--- src/rtl/mem_bus_arbiter_pkg.sv ---
// Shared types for the memory bus arbiter: operand widths, MEM-stage opcodes,
// arbiter FSM states and the payload latched onto the external bus.
// Types only, no logic, no latency, no backpressure.
package mem_bus_arbiter_pkg;

  typedef logic [31:0] u32_t;
  typedef logic [3:0]  wrstb_t;

  typedef enum logic [1:0] {
    MEM_OP_NONE  = 2'd0,
    MEM_OP_LOAD  = 2'd1,
    MEM_OP_STORE = 2'd2,
    MEM_OP_RSVD  = 2'd3
  } mem_op_t;

  typedef enum logic [1:0] {
    ARB_IDLE   = 2'd0,
    ARB_BUS_IF = 2'd1,
    ARB_BUS_DM = 2'd2,
    ARB_RESP   = 2'd3
  } arb_state_t;

  // Payload held on bus_* for the whole transfer.
  typedef struct packed {
    u32_t   addr;
    u32_t   wdata;
    wrstb_t wrstb;
    logic   we;
  } arb_req_t;

endpackage

--- src/rtl/mem_bus_timer.sv ---
// Per-transfer watchdog: counts active bus cycles and flags the last allowed one.
// Latency: expired is combinational from the count, high in the TIMEOUT_CYCLES-th enabled cycle.
// Backpressure: none; clear has priority over counting.
// Ports: clk, rst (sync, active-high), clear (restart at grant), en (bus cycle active),
//        expired (this cycle is the final one before abort).
module mem_bus_timer #(
  parameter int TIMEOUT_CYCLES = 255
) (
  input  logic clk,
  input  logic rst,
  input  logic clear,
  input  logic en,
  output logic expired
);

  localparam int W = $clog2(TIMEOUT_CYCLES + 1);

  logic [W-1:0] cnt;

  // cnt holds the number of completed bus cycles, so the cycle in which it
  // equals TIMEOUT_CYCLES-1 is the last one the slave is allowed.
  assign expired = en && (cnt == W'(TIMEOUT_CYCLES - 1));

  always_ff @(posedge clk) begin
    if (rst) begin
      cnt <= '0;
    end else if (clear) begin
      cnt <= '0;
    end else if (en && !expired) begin
      cnt <= cnt + 1'b1;
    end
  end

endmodule

--- src/rtl/mem_bus_arbiter.sv ---
// Shares one external memory bus between instruction fetch (read-only) and the MEM stage.
// Latency: grant on the edge a request is seen in IDLE; ack one cycle after bus_ack or timeout.
// Backpressure: requests are level-held until their one-cycle ack; DM wins, IF may starve.
// Optional feature macro: STARVE_GUARD_EN (after MAX_DM_STREAK DM grants that passed over
// a waiting IF, the next grant goes to IF).
// Ports:
//   clk, rst                       clock, synchronous active-high reset
//   if_req/if_addr                 IF read request, held until if_ack
//   if_ack/if_rdata/if_err         IF completion pulse, data, timeout flag
//   dm_req/dm_op/dm_addr/dm_wdata/dm_wrstb   MEM-stage request and payload
//   dm_ack/dm_rdata/dm_err         MEM-stage completion pulse, load data, timeout flag
//   bus_cyc/bus_we/bus_addr/bus_wdata/bus_wrstb   registered bus master outputs
//   bus_ack/bus_rdata              slave completion and read data
module mem_bus_arbiter
  import mem_bus_arbiter_pkg::*;
#(
  parameter int TIMEOUT_CYCLES = 255,
  parameter int MAX_DM_STREAK  = 4
) (
  input  logic        clk,
  input  logic        rst,
  input  logic        if_req,
  input  logic [31:0] if_addr,
  output logic        if_ack,
  output logic [31:0] if_rdata,
  output logic        if_err,
  input  logic        dm_req,
  input  mem_op_t     dm_op,
  input  logic [31:0] dm_addr,
  input  logic [31:0] dm_wdata,
  input  wrstb_t      dm_wrstb,
  output logic        dm_ack,
  output logic [31:0] dm_rdata,
  output logic        dm_err,
  output logic        bus_cyc,
  output logic        bus_we,
  output logic [31:0] bus_addr,
  output logic [31:0] bus_wdata,
  output logic [3:0]  bus_wrstb,
  input  logic        bus_ack,
  input  logic [31:0] bus_rdata
);

  if (TIMEOUT_CYCLES < 1 || MAX_DM_STREAK < 1) begin : g_param_check
    $error("mem_bus_arbiter: TIMEOUT_CYCLES and MAX_DM_STREAK must be >= 1");
  end

  arb_state_t state;
  arb_req_t   req_q;
  logic       dm_pending;
  logic       dm_is_store;
  logic       in_bus;
  logic       done;
  logic       tmr_expired;
  logic       grant_dm;
  logic       grant_if;

  assign dm_pending  = dm_req && (dm_op != MEM_OP_NONE);
  assign dm_is_store = (dm_op == MEM_OP_STORE);
  assign in_bus      = (state == ARB_BUS_IF) || (state == ARB_BUS_DM);
  // A slave ack in the expiry cycle still counts as a normal completion.
  assign done        = in_bus && (bus_ack || tmr_expired);

`ifdef STARVE_GUARD_EN
  localparam int SW = $clog2(MAX_DM_STREAK + 1);

  logic [SW-1:0] streak;
  logic          starve;

  // streak counts DM grants that passed over a waiting IF; it never exceeds
  // MAX_DM_STREAK because reaching it forces the next grant to IF.
  assign starve   = if_req && (streak >= SW'(MAX_DM_STREAK));
  assign grant_dm = (state == ARB_IDLE) && dm_pending && !starve;

  always_ff @(posedge clk) begin
    if (rst) begin
      streak <= '0;
    end else if (grant_if) begin
      streak <= '0;
    end else if (grant_dm) begin
      streak <= if_req ? streak + 1'b1 : '0;
    end
  end
`else
  assign grant_dm = (state == ARB_IDLE) && dm_pending;
`endif

  assign grant_if = (state == ARB_IDLE) && if_req && !grant_dm;

  mem_bus_timer #(
    .TIMEOUT_CYCLES(TIMEOUT_CYCLES)
  ) u_timer (
    .clk    (clk),
    .rst    (rst),
    .clear  (grant_dm || grant_if),
    .en     (in_bus),
    .expired(tmr_expired)
  );

  always_ff @(posedge clk) begin
    if (rst) begin
      state    <= ARB_IDLE;
      req_q    <= '0;
      bus_cyc  <= 1'b0;
      if_ack   <= 1'b0;
      if_err   <= 1'b0;
      if_rdata <= '0;
      dm_ack   <= 1'b0;
      dm_err   <= 1'b0;
      dm_rdata <= '0;
    end else begin
      // Response outputs are single-cycle pulses; data is zero outside the ack cycle.
      if_ack   <= 1'b0;
      if_err   <= 1'b0;
      if_rdata <= '0;
      dm_ack   <= 1'b0;
      dm_err   <= 1'b0;
      dm_rdata <= '0;
      case (state)
        ARB_IDLE: begin
          if (grant_dm) begin
            req_q <= '{addr:  dm_addr,
                       wdata: dm_is_store ? dm_wdata : '0,
                       wrstb: dm_is_store ? dm_wrstb : '0,
                       we:    dm_is_store};
            bus_cyc <= 1'b1;
            state   <= ARB_BUS_DM;
          end else if (grant_if) begin
            req_q   <= '{addr: if_addr, wdata: '0, wrstb: '0, we: 1'b0};
            bus_cyc <= 1'b1;
            state   <= ARB_BUS_IF;
          end
        end
        ARB_BUS_IF, ARB_BUS_DM: begin
          if (done) begin
            bus_cyc <= 1'b0;
            req_q   <= '0;
            state   <= ARB_RESP;
            if (state == ARB_BUS_IF) begin
              if_ack   <= 1'b1;
              if_err   <= !bus_ack;
              if_rdata <= bus_ack ? bus_rdata : '0;
            end else begin
              dm_ack   <= 1'b1;
              dm_err   <= !bus_ack;
              dm_rdata <= (bus_ack && !req_q.we) ? bus_rdata : '0;
            end
          end
        end
        // One dead cycle so a request still high during its ack is not regranted.
        ARB_RESP: state <= ARB_IDLE;
        default:  state <= ARB_IDLE;
      endcase
    end
  end

  assign bus_we    = req_q.we;
  assign bus_addr  = req_q.addr;
  assign bus_wdata = req_q.wdata;
  assign bus_wrstb = req_q.wrstb;

endmodule
--- config.mk ---
export PLATFORM = sky130hd
export DESIGN_NAME = mem_bus_arbiter
export DESIGN_NICKNAME = d
export VERILOG_FILES = /design/src/rtl/mem_bus_arbiter_pkg.sv /design/src/rtl/mem_bus_timer.sv /design/src/rtl/mem_bus_arbiter.sv
export SDC_FILE = /design/constraint.sdc
export NUM_CORES = 1
export LEC_CHECK = 0
export CAP_MARGIN = 20
export CORE_AREA = 2 2 119 121
export DETAILED_ROUTE_END_ITERATION = 7
export DIE_AREA = 0 0 121 123
export PLACE_DENSITY = 0.8
export SLEW_MARGIN = 20
export SYNTH_ARGS = -nofsm -noshare
export SYNTH_HDL_FRONTEND = slang
export SYNTH_HIERARCHICAL = 1
export SYNTH_SLANG_ARGS = --single-unit
export TNS_END_PERCENT = 5
--- constraint.sdc ---
create_clock -name clk -period 3 [get_ports clk]
set_input_delay 0.9 -clock clk [delete_from_list [all_inputs] [get_ports clk]]
set_output_delay 0.9 -clock clk [all_outputs]
set_load 0.005 [all_outputs]
==> results_dict.tcl <==
set metrics [dict create \
    status "finished clean" \
    synth_cell_types 46 \
    tns_ns 0 \
    ant_nets 0 \
    numClockSinks 148 \
    n_fill_cell 1080 \
    vias 4552 \
    cts_setup_buffers 0 \
    seq_area_frac_synth_pct 56.7 \
    cpPeakStageDelay_ns 0.43 \
    power_leakage_nw 3.37 \
    routed_wl_um 14900 \
    start_util_pct 38.4 \
    timing.final.ws_setup_ns 0.586 \
    synth_top_area_share_pct 56.7 \
    period_share_pct 80.5 \
    gp_congestion 0.775 \
    synth_ff_type "dfxtp_1" \
    grtUsageMet3_pct 4.80 \
    layout-drive-gt1-share_pct 6.58 \
    path_cells "inv_1 -> ha_1 -> and3_4 -> and3_1 -> nor2_1 -> a221o_1 -> buf_12 -> a32o_1" \
    drt_iter0_drc 210 \
    numCtsBuffers 17 \
    synth-seq-cells 148 \
    grt_use_met2_pct 35.6 \
    skew_ns 0.00862 \
    place_hpwl_um 11200 \
    final_util_pct 64.2 \
    grt_pass1_vias 4573 \
    post_cts_resized 0 \
    max_slew.worst_pin.slew_ns 0.919 \
    rsz0062_at_grt "false" \
    drc 0 \
    end_kind "flop" \
    yosysTopAreaCell "dfxtp_1" \
    dieArea_um2 14900 \
    critical_path_class "reg2reg" \
    multi_input_area_um2 1940 \
    critical_path.top_delay_family "simple AND/OR/NAND/NOR gates" \
    fin_nets 876 \
    fp.dieH_um 123 \
    hp-class "reg2reg" \
    critPathRequiredTime_ns 3.35 \
    via_per_inst 4.92 \
    regArea_um2 2960 \
    clock.fmax_mhz 414 \
    yosysWarnings 6 \
    synth-edff-count 0 \
    grt_pass1_wl_um 22800 \
    wl_per_cell_um 16.1 \
    hold_slack_ns 0.474 \
    cts_tree "built" \
    relSlewSlack_pct 38.8 \
    clk_latency_ns 0.41 \
    globalRoute.busiestLayer "met2" \
    syn_avg_cell_area_um2 11.3 \
    period_minus_slack_ns 2.41 \
    cts_hold_buf 0 \
    power.density_nw_per_um2 735 \
    cp_slowest_cell "dfxtp_1" \
    antenna_found_initial 0 \
    post-place-ws_ns 0.219 \
    setup_viol 0 \
    rows 43 \
    htreeDepth 4 \
    first_pass_iters 5 \
    synth_area_um2 5230 \
    critPathMaxFanout 37 \
    power_w 0.00642 \
    syn_inst 462 \
    use_met1_pct 21.8 \
    async_reset_ff_share_pct 0 \
    coreArea_um2 13600 \
    diodes 0 \
    synthTopCellsByArea "dfxtp_1, and2_1, a32o_1" \
    portBuffers 276 \
    overflow 0 \
    die_w_um 121 \
    grt_usage_pct 19.5 \
    clock_path_buffers 2 \
    grt_start_max_net_pins 38 \
    cp-start-kind "flop" \
    cp.arrival_ns 2.76 \
    cp_num_buf_inv 2 \
    synth_nets 606 \
    irDropWorstVdd_uv 461 \
    hold_viol 0 \
    ios 277 \
    drv_slew 0 \
    areaGrowthSynthToFinish_pct 67.1 \
    cts_root_buf "clkbuf_16" \
    cap_violations 0 \
    cts.clk_slew.worst_paths_ns 0.06 \
]
==> power by group <==
part	internal, W	switching [W]	leakage [nW]
Sequential	0.00224	0.000146	1.20
Combinational	0.00105	0.000915	1.89
Clock	0.00119	0.000875	0.276
==> stage by stage <==
step | instance area (um^2) | cells
after floorplan | 5230 | 462
after global placement | 8140 | 892
after detailed placement | 8150 | 893
after CTS | 8730 | 925
after global routing | 8730 | 925
final | 8730 | 925
==> state kept, by name, indices dropped and copies added (netlist names) <==
signal,flops
if_err,1
bus_we,1
state,2
if_rdata,32
bus_cyc,1
bus_wdata,32
bus_addr,32
dm_rdata,32
bus_wrstb,4
if_ack,1
dm_ack,1
dm_err,1
u_timer/cnt,8
==> final timing paths <==
check	start	cells after the start	end	slack [ns]
worst max-delay path	u_timer/cnt[0]	8	bus_wdata[11]	0.59
worst min-delay path	bus_addr[6]	2	bus_addr[6]	0.47
worst max register to register	u_timer/cnt[0]	8	bus_wdata[11]	0.59
worst min register to register	bus_addr[6]	2	bus_addr[6]	0.47
==> routing by layer <==
layer | up-vias | share of wire (%)
met3 | 28 | 5.7
met1 | 2130 | 40
met2 | 179 | 52
met5 | - | 0
li1 | 2215 | -
met4 | 0 | 2.4
==> cells by family after synthesis <==
logic type,after synthesis,synth area share (%)
buffers and inverters,73,6.61
and+or+nand+nor,102,12.2
DFF,148,56.7
muxes,35,6.73
AOI/OAI and AO/OA,99,16.5
adders and majority gates,5,1.20
==> placed cells by master (no fill, tap or decap), types with 3 or more instances in the layout <==
| cell type | count |
|---|---|
| a21oi_1 | 5 |
| a31oi_1 | 3 |
| a32o_1 | 36 |
| and2_1 | 65 |
| and3_1 | 3 |
| buf_12 | 3 |
| buf_4 | 6 |
| clkbuf_16 | 17 |
| clkdlybuf4s50_1 | 276 |
| clkinvlp_4 | 4 |
| dfxtp_1 | 148 |
| ha_1 | 5 |
| inv_1 | 38 |
| inv_6 | 4 |
| inv_8 | 3 |
| mux2i_1 | 34 |
| nand2_1 | 9 |
| nand3_1 | 3 |
| nor2_1 | 5 |
| o21ai_0 | 3 |
| o32ai_1 | 32 |
==> cells in the mapped netlist (3+ instances only) <==
library cell / instances
dfxtp_1: 148
and2_1: 65
inv_1: 38
a32o_1: 36
mux2i_1: 34
o32ai_1: 32
clkbuf_1: 16
buf_2: 9
nand2_1: 9
buf_6: 6
a21oi_1: 5
ha_1: 5
nor2_1: 5
buf_4: 4
a31oi_1: 3
and3_1: 3
nand3_1: 3
o21ai_0: 3
o21ai_1: 3
==> worst reg2reg max path: stages, from the launching register on <==
cell	delay (ns)
dfxtp_1	0.43
inv_1	0.10
ha_1	0.27
and3_4	0.23
and3_1	0.22
nor2_1	0.39
a221o_1	0.30
buf_12	0.21
a32o_1	0.21
==> area by class of cell <==
type / count / area share, %
tap: 180 / 2.58
clock inverter: 14 / 1.63
sequential: 148 / 33.9
inverter: 38 / 1.63
timing repair buffer: 286 / 33.0
clock buffer: 18 / 5.03
multi-input combinational: 241 / 22.2
No activity file was read; power rests on OpenSTA's default activity.
